## src/rtl/effects_pkg.sv

```systemverilog
// ============================================================================
//  Module      : effects_pkg
//  Description : Shared widths and sequencer state type for the effects block.
//  Revision    : 1.0  initial release
// ============================================================================
`default_nettype none

package effects_pkg;

    localparam int SAMPLE_W = 13;
    localparam int OUT_W    = 16;
    localparam int GAIN_W   = 11;

    typedef enum logic [1:0] {
        IDLE    = 2'd0,
        ISSUE   = 2'd1,
        CAPTURE = 2'd2,
        RAMP    = 2'd3
    } seq_state_t;

endpackage

`default_nettype wire

```

## src/rtl/gain_slew.sv

```systemverilog
// ============================================================================
//  Module      : gain_slew
//  Description : Gain target handshake and per-sample slew-limited gain value.
//  Revision    : 1.0  initial release
// ============================================================================
`default_nettype none

module gain_slew
    import effects_pkg::*;
#(
    parameter int                GAIN_W    = effects_pkg::GAIN_W,
    parameter logic [GAIN_W-1:0] GAIN_INIT = GAIN_W'(256),
    parameter logic [GAIN_W-1:0] GAIN_STEP = GAIN_W'(8)
) (
    input  logic              clk,
    input  logic              rst,
    input  logic              ramp_en_i,
    input  logic              gain_req_i,
    input  logic [GAIN_W-1:0] gain_target_i,
    output logic              gain_ack_o,
    output logic [GAIN_W-1:0] gain_cur_o
);

    logic [GAIN_W-1:0] cur_q;
    logic [GAIN_W-1:0] cur_d;
    logic [GAIN_W-1:0] tgt_q;
    logic              ack_q;
    logic              accept;
    logic [GAIN_W-1:0] up_dist;
    logic [GAIN_W-1:0] dn_dist;

    // The ack of the previous cycle blocks acceptance, so a held req lands every other cycle.
    assign accept  = gain_req_i & ~ack_q;
    assign up_dist = tgt_q - cur_q;
    assign dn_dist = cur_q - tgt_q;

    always_comb begin
        cur_d = cur_q;
        if (tgt_q >= cur_q) begin
            if (up_dist <= GAIN_STEP) cur_d = tgt_q;
            else                      cur_d = cur_q + GAIN_STEP;
        end else begin
            if (dn_dist <= GAIN_STEP) cur_d = tgt_q;
            else                      cur_d = cur_q - GAIN_STEP;
        end
    end

    always_ff @(posedge clk) begin
        if (rst) begin
            cur_q <= GAIN_INIT;
            tgt_q <= GAIN_INIT;
            ack_q <= 1'b0;
        end else begin
            ack_q <= accept;
            if (accept)    tgt_q <= gain_target_i;
            if (ramp_en_i) cur_q <= cur_d;
        end
    end

    assign gain_ack_o = ack_q;
    assign gain_cur_o = cur_q;

endmodule

`default_nettype wire

```

## src/rtl/effects_sequencer.sv

```systemverilog
// ============================================================================
//  Module      : effects_sequencer
//  Description : Per-sample sequencer for the external effects pipeline.
//  Revision    : 1.0  initial release
// ============================================================================
`default_nettype none

module effects_sequencer #(
    parameter int                SAMPLE_W  = effects_pkg::SAMPLE_W,
    parameter int                OUT_W     = effects_pkg::OUT_W,
    parameter int                GAIN_W    = effects_pkg::GAIN_W,
    parameter logic [GAIN_W-1:0] GAIN_INIT = GAIN_W'(256),
    parameter logic [GAIN_W-1:0] GAIN_STEP = GAIN_W'(8)
) (
    input  logic                clk,
    input  logic                rst,
    input  logic                adc_strobe_i,
    input  logic [SAMPLE_W-1:0] adc_sample_i,
    input  logic                gain_req_i,
    input  logic [GAIN_W-1:0]   gain_target_i,
    output logic                gain_ack_o,
    output logic                pipe_valid_o,
    output logic [SAMPLE_W-1:0] pipe_sample_o,
    output logic [GAIN_W-1:0]   pipe_gain_o,
    input  logic [OUT_W-1:0]    pipe_out_i,
    output logic                dac_valid_o,
    output logic [OUT_W-1:0]    dac_sample_o,
    output logic                overrun_o,
    input  logic                overrun_clr_i
);

    import effects_pkg::*;

    seq_state_t          state_q;
    seq_state_t          state_d;
    logic [SAMPLE_W-1:0] pipe_sample_q;
    logic [OUT_W-1:0]    dac_sample_q;
    logic                dac_valid_q;
    logic                prime_cnt_q;
    logic                overrun_q;
    logic                ramp_en;

    always_comb begin
        state_d = state_q;
        case (state_q)
            IDLE:    if (adc_strobe_i) state_d = ISSUE;
            ISSUE:   state_d = CAPTURE;
            CAPTURE: state_d = RAMP;
            RAMP:    state_d = IDLE;
            default: state_d = IDLE;
        endcase
    end

    assign ramp_en = (state_q == RAMP);

    always_ff @(posedge clk) begin
        if (rst) begin
            state_q       <= IDLE;
            pipe_sample_q <= '0;
            dac_sample_q  <= '0;
            dac_valid_q   <= 1'b0;
            prime_cnt_q   <= 1'b0;
            overrun_q     <= 1'b0;
        end else begin
            state_q     <= state_d;
            dac_valid_q <= 1'b0;
            if (state_q == IDLE && adc_strobe_i) begin
                pipe_sample_q <= adc_sample_i;
            end
            // The pipe holds the previous sample's result; the first capture after reset is stale.
            if (state_q == CAPTURE) begin
                dac_sample_q <= pipe_out_i;
                if (prime_cnt_q) dac_valid_q <= 1'b1;
                else             prime_cnt_q <= 1'b1;
            end
            overrun_q <= (adc_strobe_i && state_q != IDLE) | (overrun_q & ~overrun_clr_i);
        end
    end

    gain_slew #(
        .GAIN_W    (GAIN_W),
        .GAIN_INIT (GAIN_INIT),
        .GAIN_STEP (GAIN_STEP)
    ) u_gain_slew (
        .clk           (clk),
        .rst           (rst),
        .ramp_en_i     (ramp_en),
        .gain_req_i    (gain_req_i),
        .gain_target_i (gain_target_i),
        .gain_ack_o    (gain_ack_o),
        .gain_cur_o    (pipe_gain_o)
    );

    assign pipe_valid_o  = (state_q == ISSUE);
    assign pipe_sample_o = pipe_sample_q;
    assign dac_valid_o   = dac_valid_q;
    assign dac_sample_o  = dac_sample_q;
    assign overrun_o     = overrun_q;

endmodule

`default_nettype wire

```

## config.mk

```make
export PLATFORM = sky130hd
export DESIGN_NAME = effects_sequencer
export DESIGN_NICKNAME = d
export VERILOG_FILES = /design/src/rtl/effects_pkg.sv /design/src/rtl/gain_slew.sv /design/src/rtl/effects_sequencer.sv
export SDC_FILE = /design/constraint.sdc
export NUM_CORES = 1
export LEC_CHECK = 0
export BUFFER_PORTS_ARGS = -buffer_cell sky130_fd_sc_hd__buf_2
export CORE_MARGIN = 1
export CORE_UTILIZATION = 40
export DETAILED_ROUTE_END_ITERATION = 7
export PLACE_DENSITY = 0.7
export REMOVE_ABC_BUFFERS = 1
export SYNTH_ARGS = -nofsm -noshare
export SYNTH_HDL_FRONTEND = slang
export SYNTH_SLANG_ARGS = --single-unit
export TNS_END_PERCENT = 100
```

## constraint.sdc

```tcl
create_clock -name clk -period 3.3 [get_ports clk]
set_input_delay 0.33 -clock clk [delete_from_list [all_inputs] [get_ports clk]]
set_output_delay 0.33 -clock clk [all_outputs]
set_load 0.05 [all_outputs]
```

==> impl_metrics.toml <==
[sta]
fin_worst_skew_ns = 0.00988
relSlewSlack_pct = 33.0
finalCriticalPeriod_ns = 3.16
clock.fmax_ghz = 0.316
timing.final.hold_violations = 0
timing.final.crit_share_pct = 95.9
worst-slew-pin-transition_ns = 1.00
fin_ws_ns = 0.136
rsz0062_at_grt = "no"
finalSetupViolations = 0
timing.final.max_slew_violations = 0

[placement]
dp.cells = 629
dp.final_hpwl_um = 6990
place.gp.congestion = 0.876
place_worst_setup_slack_ns = 0.133
portBuffers = 88

[clock_network]
cts_buffers = 9
cts_tree = "built"
worstSkewPairLatency_ns = 0.33
clock_path_buffers = 2
ctsHoldBuffers = 0
clk_pin_slew_ns = 0.07
cts_root_buf = "clkbuf_8"
numClockSinks = 57
htreeDepth = 3

[final_layout]
drive_gt1_share_pct = 25.8
finish.net_count = 606
fin_util_pct = 50.5
fin_cells = 647
synthToLayoutAreaGrowth_pct = 22.1
n_antenna_cell = 0

[global_route]
grtUsageTotal_pct = 19.5
grt_pass1_wl_um = 15200
grt_pass1_vias = 3412
grt_max_degree = 34
gr-total-overflow = 0
grt_antenna_before_repair = 0

[status]
outcome = "finished, final reports clean"

[setup_path]
startpoint_type = "register"
r2r_cells = 12
crit_arrival_ns = 3.39
required_ns = 3.52
crit_type = "reg2reg"
critPathCaptureType = "register"
cp_max_fo = 6

[detailed_routing]
drt_iter0_drc = 178
vias = 3519
via_per_inst = 5.44
routedWlPerCell_um = 14.3
dr.pass1.iters = 4
drc_errors = 0
ant_nets = 0
routed_wl_um = 9260

[die]
die_x_um = 97.2
num_rows = 34
coreArea_um2 = 8760
die_h_um = 97.2
ios = 89
start_util_pct = 41.4
design.die.area_um2 = 9450

[pwr]
ir_worst_vdd_mv = 0.510
power_density_nw_per_um2 = 704
netSwitchingFraction_pct = 43.8
clkPwrFrac_pct = 22.1
internal_power_uw = 1750
power.total_uw = 3120
combPwrFrac_pct = 49.8
switchingPower_uw = 1360
leakagePower_uw = 0.00194
pwr-share-seq_pct = 28.1

[worst_hold_path]
hold_depth = 2
holdCritPathClass = "in2reg"

[logic_synthesis]
syn_area_per_cell_um2 = 8.18
synth.most_common_cell = "nand2_1"
synth_edf_count = 0
synth_area_leader_cell = "dfxtp_1"
synthTopCellsByArea = "dfxtp_1 31%, ha_1 9.3%, nand2_1 6.1%"
synth.distinct_cells = 67
netlist_area_um2 = 3620
synth_seq_area_share_pct = 31.5
ys_async_sr_fraction_pct = 0
postSynthCellCount = 443
synth_top_area_share_pct = 31.5
synth_flop_cell = "dfxtp_1"
synth_common_cells = "59 x nand2_1, 57 x dfxtp_1, 42 x a21oi_1, 35 x nor2_1, 27 x ha_1"
synth_seq_cells = 57
yosys_warnings = 0

[flow_run]
drv_cap = 0
state kept, by name (all words and copies together), names as in the netlist:
signal,cells
pipe_sample_o,13
u_gain_slew.tgt_q,11
prime_cnt_q,1
u_gain_slew.gain_ack_o,1
overrun_o,1
state_q,2
u_gain_slew.gain_cur_o,11
dac_sample_o,16
dac_valid_o,1
stage by stage:
| stage | hold WS, ns | instance area [um2] | TNS (ns) |
|---|---|---|---|
| after CTS | 0.193 | 4380 | 0 |
| final | 0.208 | 4420 | 0 |
| after global routing | 0.203 | 4420 | 0 |
| after global placement | 0.426 | 4160 | 0 |
| after detailed placement | 0.432 | 4160 | 0 |
| after floorplan | 0.399 | 3460 | -2.13 |
power groups by stage:
stage	clock (uW)	sequential, uW	combinational, uW
4_1_cts	704	876	1530
5_1_grt	731	888	1690
6_report	688	876	1550
2_1_floorplan	0	1190	831
3_3_place_gp	0	882	1490
3_5_place_dp	0	888	1520
area by class of cell:
type / instances / area [um2]
Tap cell: 108 / 135
Timing Repair Buffer: 107 / 596
Sequential cell: 57 / 1140
Inverter: 25 / 93.8
Clock inverter: 4 / 50.0
Clock buffer: 12 / 165
Multi-Input combinational cell: 334 / 2240
Fill cell: 826 / 4340
critical path, cell delays in order, from the launching register on:
cell and delay [ns]:
dfxtp_1 0.44, inv_1 0.09, ha_1 0.30, and2_1 0.20, a221o_1 0.32, a21oi_1 0.21, o22ai_1 0.13, a311oi_1 0.34
nand4_1 0.22, o21ai_4 0.25, buf_4 0.17, a211oi_1 0.07, a221o_1 0.32
repair_timing:
item,in CTS,in global routing
setup buffers,0,2
setup endpoints to repair,0,7
resized for setup,0,4
cell usage in the layout (no fill, tap or decap), types with 3 or more instances in the layout:
master and n:
clkbuf_8 12, a21oi_1 42, nor3_1 8, ha_1 26, nand2_1 59, a21o_1 9, nand2b_1 6, buf_2 88
nand4_1 3, o21ai_1 5, mux2i_1 19, nand3_1 13, a211oi_1 8, buf_4 18, inv_1 25, o22ai_1 3
a221o_1 5, xnor2_1 9, o21ai_0 4, dfxtp_1 57, o211ai_1 4, nor2b_1 9, xor2_1 6, and2_1 4
nor2_1 35, a221oi_1 5
kinds of logic (layout without fill, tap and decap cells):
family / after synthesis / count (layout) / synth area share, %
DFF: 57 / 57 / 31.5
and+or+nand+nor: 159 / 159 / 21.3
adders and majority gates: 27 / 27 / 9.32
xor gates and xnor gates: 15 / 15 / 3.62
buffers and inverters: 52 / 148 / 7.18
AOI/OAI and AO/OA: 113 / 113 / 21.5
muxes: 20 / 20 / 5.56
layer usage:
layer / routed length, um / vias to the layer above / GRT usage [%]
met4: 145 / 0 / 9.30
li1: - / 1742 / -
met1: 3870 / 1636 / 22.2
met3: 711 / 14 / 6.04
met2: 4530 / 127 / 33.3
met5: 0 / - / 0
path summary, 6_finish.rpt:
kind,from,to,slack [ns]
setup reg to reg,u_gain_slew.gain_cur_o[7],u_gain_slew.gain_cur_o[10],0.14
setup / recovery,u_gain_slew.gain_cur_o[7],u_gain_slew.gain_cur_o[10],0.14
hold / removal,gain_target_i[8],u_gain_slew.tgt_q[8],0.21
hold reg to reg,prime_cnt_q,dac_valid_o,0.44
Note: power is estimated with default switching activity, not from simulation.
